**config.mk**
```make
export PLATFORM = sky130hd
export DESIGN_NAME = ecc_sed_decoder
export DESIGN_NICKNAME = d
export VERILOG_FILES = /design/src/rtl/ecc_sed_decoder.sv
export SDC_FILE = /design/constraint.sdc
export NUM_CORES = 1
export LEC_CHECK = 0
export CORE_ASPECT_RATIO = 0.6
export CORE_MARGIN = 3
export CORE_UTILIZATION = 46
export CTS_CLUSTER_SIZE = 14
export DETAILED_ROUTE_END_ITERATION = 8
export PLACE_DENSITY = 0.82
export SYNTH_ARGS = -nofsm -noshare
export SYNTH_HDL_FRONTEND = slang
export SYNTH_SLANG_ARGS = --single-unit
```
**constraint.sdc**
```tcl
create_clock -name clk -period 3.2 [get_ports clk]
set_clock_uncertainty 0.05 [all_clocks]
set_input_delay 0.48 -clock clk [delete_from_list [all_inputs] [get_ports clk]]
set_output_delay 0.48 -clock clk [all_outputs]
set_load 0.02 [all_outputs]
```
**src/rtl/ecc_sed_decoder.sv**
```systemverilog
`default_nettype none
// ============================================================================
// Module      : ecc_sed_decoder
// Description : Single-error-detect parity checker with one registered
//               valid/ready output stage and saturating error statistics.
//               Optional build macro ECC_SED_DROP_ERR_EN consumes errored
//               words without forwarding them.
// Revision    : 1.0 - initial release
// ============================================================================
module ecc_sed_decoder #(
    parameter int DATA_W     = 12,
    parameter bit ODD_PARITY = 1'b1,
    parameter int CNT_W      = 8
) (
    input  logic              clk,
    input  logic              rst,
    input  logic              enc_valid,
    output logic              enc_ready,
    input  logic [DATA_W:0]   enc_codeword,
    output logic              dec_valid,
    input  logic              dec_ready,
    output logic [DATA_W-1:0] data,
    output logic              dec_err,
    output logic              err_sticky,
    output logic [CNT_W-1:0]  err_count,
    input  logic              clr
);

    localparam logic [CNT_W-1:0] c_CNT_MAX = {CNT_W{1'b1}};

    logic              w_syn;
    logic              w_err;
    logic              w_accept;
    logic              w_fwd;

    logic              r_dec_valid;
    logic [DATA_W-1:0] r_data;
    logic              r_err_sticky;
    logic [CNT_W-1:0]  r_err_count;

    assign w_syn     = ^enc_codeword;
    assign w_err     = ODD_PARITY ? ~w_syn : w_syn;
    assign enc_ready = !r_dec_valid || dec_ready;
    assign w_accept  = enc_valid && enc_ready;

`ifdef ECC_SED_DROP_ERR_EN
    // Errored words are swallowed: accepted upstream, never presented downstream.
    assign w_fwd = w_accept && !w_err;
`else
    assign w_fwd = w_accept;
`endif

    always_ff @(posedge clk) begin
        if (!rst) begin
            r_dec_valid <= 1'b0;
            r_data      <= '0;
        end else if (w_fwd) begin
            r_dec_valid <= 1'b1;
            r_data      <= enc_codeword[DATA_W-1:0];
        end else if (dec_ready) begin
            r_dec_valid <= 1'b0;
        end
    end

`ifdef ECC_SED_DROP_ERR_EN
    assign dec_err = 1'b0;
`else
    logic r_dec_err;

    always_ff @(posedge clk) begin
        if (!rst) begin
            r_dec_err <= 1'b0;
        end else if (w_fwd) begin
            r_dec_err <= w_err;
        end
    end

    assign dec_err = r_dec_err;
`endif

    // clr has priority over a coincident errored word, which is then not counted.
    always_ff @(posedge clk) begin
        if (!rst || clr) begin
            r_err_sticky <= 1'b0;
            r_err_count  <= '0;
        end else if (w_accept && w_err) begin
            r_err_sticky <= 1'b1;
            if (r_err_count != c_CNT_MAX) begin
                r_err_count <= r_err_count + 1'b1;
            end
        end
    end

    assign dec_valid  = r_dec_valid;
    assign data       = r_data;
    assign err_sticky = r_err_sticky;
    assign err_count  = r_err_count;

endmodule
`default_nettype wire
```
; ---- After elaboration in Yosys (flattened, before gate mapping)
; Index checks and enable logic that the tools add are counted.
[totals]
regBits = 23
input_bits = 18
out_inout_bits = 24
[op_classes]
addsub = 1
eq_ne = 1
mux = 2
bitwise = 1
n_reduce_logical = 9
[ops]
columns = cell, count
row1 = $reduce_xor 13->1, 1
row2 = $add 8x1->8 const B, 1
row3 = $ne 8x8->1 const B, 1
row4 = $logic_and 1x1->1, 2
row5 = $logic_not 1->1, 2
row6 = $logic_or 1x1->1, 2
row7 = $mux 1, 2
row8 = $reduce_and 2->1, 1
row9 = $reduce_bool 2->1, 1
row10 = $not 1->1, 1

; ---- Logic depth before layout (Yosys ltp)
; Gate-level depths: netlist of run 1.
[depth]
ltp_word = 5
mapped_depth = 6

; ---- Worst setup path after synthesis of run 1
; No wires, ideal clock.
[synth_path]
path_kind = in2reg
start = in enc_codeword[8]
end = reg r_err_count[3] (netlist: err_count[3])
arrival_ps = 1905
required_time_ps = 3080
slack_ps = 1175
stages = 5
cell_sequence = xnor3_1 -> xnor3_2 -> xnor2_2 -> or4_1 -> a21oi_1
[synth_via]
elab_chain_len = 4
[synth_rtl]
columns = element, line_no
row1 = "start, declared", 19  ; input logic [DATA_W:0] enc_codeword,
row2 = $reduce_xor 13->1, 41  ; assign w_syn = ^enc_codeword;
row3 = $not 1->1, 42  ; assign w_err = ODD_PARITY ? ~w_syn : w_syn;
row4 = $logic_and 1x1->1, 86  ; end else if (w_accept && w_err) begin
row5 = $reduce_and 2->1 (no line), n/a
row6 = "end signal, assigned", 89  ; r_err_count <= r_err_count + 1'b1;
row7 = "end, declared", 39  ; logic [CNT_W-1:0] r_err_count;
; Every way passes these cells.
; A chain may end at the register's enable or synchronous reset.

; ---- Worst setup path after layout of run 1
[layout_path]
start = in enc_codeword[8]
end = reg r_err_count[5] (netlist: err_count[5])
; Same word-level chain as after synthesis.

==> results of run 1 <==
[final timing paths]
check                       start      endpoint  slack (ps)  cells past startpoint
setup / recovery  enc_codeword[8]  err_count[5]         740                      6
hold / removal            data[4]       data[4]         410                      2
setup reg to reg     err_count[0]  err_count[3]        1310                      6
hold reg to reg           data[4]       data[4]         410                      2
[state kept, by name, indices dropped and copies added, names as in the netlist]
register / cells
err_sticky: 1
dec_valid: 1
dec_err: 1
err_count: 8
data: 12
[synth_stat cells, drive strengths merged, types with 3 or more instances]
cell type / count
a21boi: 13
a21oi: 4
and3: 4
clkbuf: 4
dfxtp: 23
nand2: 30
nand3: 6
o21ai: 3
o31ai: 3
or4: 3
xnor2: 5
xnor3: 3
[routing by layer]
| layer | vias to the layer above | share of wire, % |
|---|---|---|
| li1 | 510 | - |
| met1 | 469 | 45 |
| met2 | 26 | 50 |
| met3 | 0 | 5.1 |
| met4 | 0 | 0 |
| met5 | - | 0 |
[critical path: stages]
cell	delay, ps
clkdlybuf4s50_1	480
xnor3_1	400
xnor3_2	250
xnor2_2	290
or4_1	560
a21oi_1	150
[cell families after synthesis]
logic type	after synthesis	share of synthesized area [%]
xor+xnor	9	11.62
fa+ha+maj	1	1.128
compound gates	29	18.51
simple gates	54	23.93
flops	23	41.53
buf+inv	7	3.273
[through the flow]
step                      total power [W]  utilization [%]  cell area (um^2)  setup WS (ps)  hold slack, ps
after floorplan                 0.0004542                -              1109           1175           489.6
after global placement          0.0005033            68.56              1528          535.7           398.9
after detailed placement        0.0005083            68.56              1528          482.3           410.8
after CTS                       0.0006816            70.58              1573          754.8           420.0
after global routing            0.0007103            70.58              1573          580.1           438.7
final                           0.0006760            70.58              1573          736.2           414.7
[report_power, final]
group / internal [W] / switching (W) / total (W)
clock network: 0.0000886 / 0.0000848 / 0.000173
logic: 0.0000897 / 0.000102 / 0.000192
registers: 0.000301 / 0.00000955 / 0.000311
total: 0.000479 / 0.000197 / 0.000676
[layout make-up]
cell class              instances  share of cell area [%]
clock buffers                   4                   2.864
repair buffers                 41                   26.09
inverters                       2                  0.4773
multi-input cells              93                   38.90
well taps                      30                   2.387
flip-flops and latches         23                   29.28
==> impl_metrics.prom, run 1 <==
# TYPE chip_impl_metric gauge
chip_impl_info{name="postSynth.topFlopCell",value="dfxtp_1"} 1
chip_impl_metric{name="place.detailed.instances",unit=""} 189
chip_impl_metric{name="postRouteWirelength",unit="mm"} 2.607
chip_impl_metric{name="period_share",unit="%"} 76.99
chip_impl_metric{name="cp_data_arrival_time",unit="ps"} 2600
chip_impl_metric{name="clock-sinks",unit=""} 23
chip_impl_metric{name="cts_buffer_depth",unit=""} 2
chip_impl_metric{name="multiInputGateArea",unit="um^2"} 611.8
chip_impl_info{name="clockRootBuffer",value="clkbuf_8"} 1
chip_impl_metric{name="post_cts.repair.setup_buffers",unit=""} 0
chip_impl_metric{name="power.static_leakage",unit="nW"} 0.6057
chip_impl_metric{name="groute.usage.overall",unit="%"} 17.42
chip_impl_metric{name="drtIter0Drc",unit=""} 99
chip_impl_metric{name="num_io_pins",unit=""} 42
chip_impl_metric{name="layout-drive-gt1-share",unit="%"} 5.521
chip_impl_metric{name="routed_via_count_divided_by_cell_count",unit=""} 5.207
chip_impl_metric{name="maxSlewHeadroom",unit="%"} 54.43
chip_impl_metric{name="clk_latency",unit="ps"} 260
chip_impl_metric{name="port_buffers",unit=""} 41
chip_impl_metric{name="cts.reportedPaths.clkPinSlew",unit="ps"} 80
chip_impl_metric{name="post-route-drc-count",unit=""} 0
chip_impl_metric{name="finalSetupViolCount",unit=""} 0
chip_impl_metric{name="grt_max_degree",unit=""} 21
chip_impl_metric{name="global_route.usage.met1",unit="%"} 22.85
chip_impl_metric{name="initial_utilization",unit="%"} 49.75
chip_impl_info{name="crit_type",value="input port to register"} 1
chip_impl_metric{name="first_pass_grt_wire_length",unit="mm"} 4.284
chip_impl_info{name="synthTopCellsByArea",value="dfxtp_1 (42%), nand2_1 (10%), a21boi_0 (8.8%)"} 1
chip_impl_metric{name="antenna_left",unit=""} 0
chip_impl_metric{name="ys_seq_area_share",unit="%"} 41.53
chip_impl_metric{name="post_cts_hold_buffers",unit=""} 0
chip_impl_metric{name="ff_latch_area",unit="um^2"} 460.4
chip_impl_info{name="grt_setup_unrepaired",value="no"} 1
chip_impl_metric{name="fin_nets",unit=""} 183
chip_impl_metric{name="shortest_clock_period_the_worst_path_allows_after_layout",unit="ps"} 2464
chip_impl_info{name="global_route.peak_usage_layer",value="met2"} 1
chip_impl_metric{name="grt.overflow.total",unit=""} 0
chip_impl_metric{name="via_count_of_the_first_global_routing_pass",unit=""} 945
chip_impl_metric{name="synth_fp_nets",unit=""} 142
chip_impl_metric{name="timing_worst_slew_pin_value",unit="ps"} 680.2
chip_impl_metric{name="synth_enable_flop_cells",unit=""} 0
chip_impl_metric{name="max_cap_viol_count",unit=""} 0
chip_impl_metric{name="drt_first_pass_iters",unit=""} 4
chip_impl_metric{name="hold_violations",unit=""} 0
chip_impl_metric{name="final.setup.tns",unit="ps"} 0
chip_impl_metric{name="total_clock_buffers_created_by_cts",unit=""} 3
chip_impl_metric{name="instances_no_fill",unit=""} 193
chip_impl_metric{name="power_density",unit="mW/mm^2"} 429.8
chip_impl_metric{name="number_of_warnings_printed_during_yosys_synthesis",unit=""} 0
chip_impl_metric{name="worst_ep_required_time",unit="ps"} 3340
chip_impl_metric{name="synth.top_cell.area_share",unit="%"} 41.53
chip_impl_metric{name="path_max_fanout",unit=""} 18
chip_impl_metric{name="insertedDiodeCount",unit=""} 0
chip_impl_metric{name="ir_worst_vdd",unit="V"} 0.0003981
chip_impl_metric{name="clock_tree.htree_level_count",unit=""} 1
chip_impl_metric{name="die_area",unit="mm^2"} 0.003054
chip_impl_metric{name="postSynthRegisterBits",unit=""} 23
chip_impl_metric{name="hpwlAfterDp",unit="mm"} 1.985
chip_impl_metric{name="netlist_instances",unit=""} 123
chip_impl_metric{name="initial_antenna_violation_count",unit=""} 0
chip_impl_metric{name="grt.met2_usage",unit="%"} 28.98
chip_impl_metric{name="gr_layer_usage_met3",unit="%"} 5.442
chip_impl_metric{name="post_synth.cell_area_avg",unit="um^2"} 9.013
chip_impl_info{name="worstSetupEndpointType",value="register"} 1
chip_impl_info{name="layout.cells.most_common_list",value="clkdlybuf4s50_1 (41), nand2_1 (30), dfxtp_1 (23)"} 1
chip_impl_metric{name="asyncSetResetFlopFracSynth",unit="%"} 0
chip_impl_info{name="post_synth_top_area_cell",value="dfxtp_1"} 1
chip_impl_metric{name="chip_height",unit="um"} 44.03
chip_impl_metric{name="post_cts_resize_count",unit=""} 0
chip_impl_metric{name="fp.coreArea",unit="mm^2"} 0.002228
chip_impl_metric{name="fp-row-count",unit=""} 13
chip_impl_metric{name="synth_area",unit="mm^2"} 0.001109
chip_impl_metric{name="vias",unit=""} 1005
chip_impl_info{name="critPathLaunchType",value="input port"} 1
chip_impl_metric{name="fmax",unit="MHz"} 405.9
chip_impl_metric{name="die_width",unit="um"} 69.38
chip_impl_metric{name="cell_variety_after_synth",unit=""} 33
chip_impl_metric{name="max_slew_violation_count",unit=""} 0
chip_impl_metric{name="gp_congestion",unit=""} 0.8540
chip_impl_metric{name="routedWlPerCell",unit="um"} 13.51
chip_impl_info{name="layout_commonest_cell",value="clkdlybuf4s50_1"} 1
chip_impl_info{name="run_status",value="complete, no violations"} 1
chip_impl_metric{name="area.growth.synth_to_final",unit="%"} 41.87
chip_impl_info{name="worst_hold_path_type",value="register to register"} 1
chip_impl_metric{name="filler_cell_count",unit=""} 169
chip_impl_info{name="tritoncts",value="built"} 1
No activity file was read; power rests on OpenSTA's default activity.
==> run 2, diff against run 1 <==
- CORE_UTILIZATION: 46 -> 39
- PLACE_DENSITY: 0.82 -> 0.74
- clock period: 3.2 -> 2 ns (I/O delays scaled with it)
==> impl_metrics.prom, run 2 (synthesis gave the netlist of run 1 again) <==
# TYPE chip_impl_metric gauge
chip_impl_info{name="run_status",value="complete, no violations"} 1
chip_impl_metric{name="port_buffers",unit=""} 41
chip_impl_metric{name="post-route-drc-count",unit=""} 0
chip_impl_metric{name="path_max_fanout",unit=""} 6
chip_impl_metric{name="initial_antenna_violation_count",unit=""} 0
chip_impl_metric{name="fin_nets",unit=""} 202
chip_impl_metric{name="post_cts_hold_buffers",unit=""} 0
chip_impl_metric{name="die_width",unit="um"} 74.83
chip_impl_metric{name="cts_buffer_depth",unit=""} 2
chip_impl_metric{name="switching_share",unit="%"} 30.39
chip_impl_info{name="timing.hold.worst.start",value="enc_codeword[10]"} 1
chip_impl_metric{name="power_density",unit="mW/mm^2"} 726.1
chip_impl_metric{name="gp_congestion",unit=""} 0.8691
chip_impl_metric{name="hpwlAfterDp",unit="mm"} 2.458
chip_impl_metric{name="smallest_setup_slack_after_layout",unit="ps"} 7.474
chip_impl_metric{name="fp.coreArea",unit="mm^2"} 0.002610
chip_impl_metric{name="internal-power",unit="W"} 0.0009044
chip_impl_metric{name="timing.hold.worst_path_depth",unit=""} 4
chip_impl_metric{name="max_slew_violation_count",unit=""} 0
chip_impl_info{name="tritoncts",value="built"} 1
chip_impl_metric{name="fmax",unit="MHz"} 501.9
chip_impl_metric{name="clock-sinks",unit=""} 23
chip_impl_metric{name="worst_ep_required_time",unit="ps"} 2150
chip_impl_info{name="crit_type",value="input port to register"} 1
chip_impl_info{name="critPathLaunchType",value="input port"} 1
chip_impl_metric{name="groute.usage.overall",unit="%"} 18.86
chip_impl_metric{name="worst_r2r_path_depth",unit=""} 6
chip_impl_metric{name="via_count_of_the_first_global_routing_pass",unit=""} 959
chip_impl_metric{name="cts.reportedPaths.clkPinSlew",unit="ps"} 80
chip_impl_metric{name="finalPower",unit="W"} 0.001299
chip_impl_info{name="critical_path.reg2reg.endpoint",value="err_count[3]"} 1
chip_impl_metric{name="die_area",unit="mm^2"} 0.003539
chip_impl_metric{name="cp_data_arrival_time",unit="ps"} 2150
chip_impl_metric{name="flip_flop_count_of_the_largest_register_all_copies_and_words_added",unit=""} 12
chip_impl_metric{name="drtIter0Drc",unit=""} 57
chip_impl_info{name="worst_hold_path_type",value="input port to register"} 1
chip_impl_metric{name="routed_via_count_divided_by_cell_count",unit=""} 5.061
chip_impl_metric{name="maxSlewHeadroom",unit="%"} 71.95
chip_impl_metric{name="vias",unit=""} 1083
chip_impl_metric{name="finalSetupViolCount",unit=""} 0
chip_impl_metric{name="insertedDiodeCount",unit=""} 0
chip_impl_metric{name="clk_latency",unit="ps"} 260
chip_impl_metric{name="power.sequential.fraction",unit="%"} 38.0
chip_impl_metric{name="final.setup.tns",unit="ps"} 0
chip_impl_info{name="layout.cells.most_common_list",value="nand2_1 (30), clkdlybuf4s50_1 (28), dfxtp_1 (23)"} 1
chip_impl_info{name="layout_commonest_cell",value="nand2_1"} 1
chip_impl_metric{name="drt_first_pass_iters",unit=""} 4
chip_impl_metric{name="max_cap_viol_count",unit=""} 0
chip_impl_info{name="worstSetupEndpointType",value="register"} 1
chip_impl_metric{name="chip_height",unit="um"} 47.30
chip_impl_info{name="regToRegStartpoint",value="err_count[1]"} 1
chip_impl_metric{name="grt_max_degree",unit=""} 16
chip_impl_metric{name="power.static_leakage",unit="nW"} 0.7540
chip_impl_metric{name="dp_slack",unit="ps"} -520.3
chip_impl_metric{name="num_io_pins",unit=""} 42
chip_impl_metric{name="timing_worst_slew_pin_value",unit="ps"} 419.8
chip_impl_info{name="timing.critical_path.from",value="enc_codeword[4]"} 1
chip_impl_metric{name="p_clk_share",unit="%"} 22.1
chip_impl_metric{name="routedWlPerCell",unit="um"} 15.11
chip_impl_info{name="clockRootBuffer",value="clkbuf_8"} 1
chip_impl_metric{name="power_switching",unit="W"} 0.0003948
chip_impl_info{name="worstHoldEndpoint",value="data[10]"} 1
chip_impl_metric{name="fp-row-count",unit=""} 14
chip_impl_metric{name="antenna_left",unit=""} 0
chip_impl_metric{name="hold_violations",unit=""} 0
chip_impl_metric{name="grt.overflow.total",unit=""} 0
chip_impl_metric{name="period_share",unit="%"} 99.63
chip_impl_metric{name="comb_power_share",unit="%"} 39.8
chip_impl_metric{name="reg2reg_slack",unit="ps"} 160
chip_impl_metric{name="initial_utilization",unit="%"} 42.47
chip_impl_metric{name="first_pass_grt_wire_length",unit="mm"} 4.761
chip_impl_metric{name="postRouteWirelength",unit="mm"} 3.233
chip_impl_metric{name="total_clock_buffers_created_by_cts",unit=""} 3
chip_impl_metric{name="shortest_clock_period_the_worst_path_allows_after_layout",unit="ps"} 1993
chip_impl_metric{name="layout-drive-gt1-share",unit="%"} 19.78
chip_impl_metric{name="area.growth.synth_to_final",unit="%"} 61.40
chip_impl_metric{name="ir_worst_vdd",unit="V"} 0.0005669
chip_impl_metric{name="clock_tree.htree_level_count",unit=""} 1
run 2: worst max-delay path by stage:
stage | end | slack (ps) | cells past startpoint
floorplan | err_count[3] | 150 | 5
global placement | err_count[5] | -430 | 6
detailed placement | err_count[5] | -520 | 6
CTS | err_count[5] | 0.5 | 6
global route | err_count[5] | -20 | 6
finish | err_count[5] | 7 | 6
run 2: power groups by stage:
stage / registers (W) / clock network [W] / logic [W]
final: 0.000494 / 0.000288 / 0.000517
after global routing: 0.000497 / 0.000323 / 0.000556
after CTS: 0.000494 / 0.000294 / 0.000459
after detailed placement: 0.000505 / 0 / 0.000403
after global placement: 0.000504 / 0 / 0.000393
after floorplan: 0.000535 / 0 / 0.000192
run 2: critical path, cell delays in order:
cell and delay [ps]:
dlygate4sd2_1 270, xor2_2 170, xnor3_2 530, xnor2_4 200
or4_4 530, a21oi_2 140
run 2: repair_timing:
item / in CTS / in global routing
setup buffers: 0 / 1
resized for setup: 20 / 7
hold endpoints to repair: 0 / 0
cloned: 1 / 0
endpoints found under the setup margin: 10 / 6
pin swaps: 12 / 6
run 2: layout make-up:
type | instances | area (um^2)
clock buffer | 4 | 45.04
fill | 215 | 820.8
inverter | 2 | 7.507
multi-input combinational | 94 | 689.4
sequential | 23 | 460.4
tap | 32 | 40.04
timing repair buffer | 59 | 546.8
run 2: routing by layer:
metal  wire length, um  vias to the layer above  GRT usage [%]
li1                  -                      547              -
met1              1490                      504          25.55
met2              1551                       27          28.72
met3               148                        5          5.983
met4                43                        0          6.383
met5                 0                        -              0
run 2: stage by stage:
step                      hold WS, ps  utilization [%]  std cells  area (um^2)
final                           388.0            68.55        214         1789
after floorplan                 388.8                -        123         1109
after global placement          401.7            63.52        208         1658
after CTS                       376.7            66.59        213         1738
after detailed placement        406.4            63.52        208         1658
after global routing            394.6            68.55        214         1789
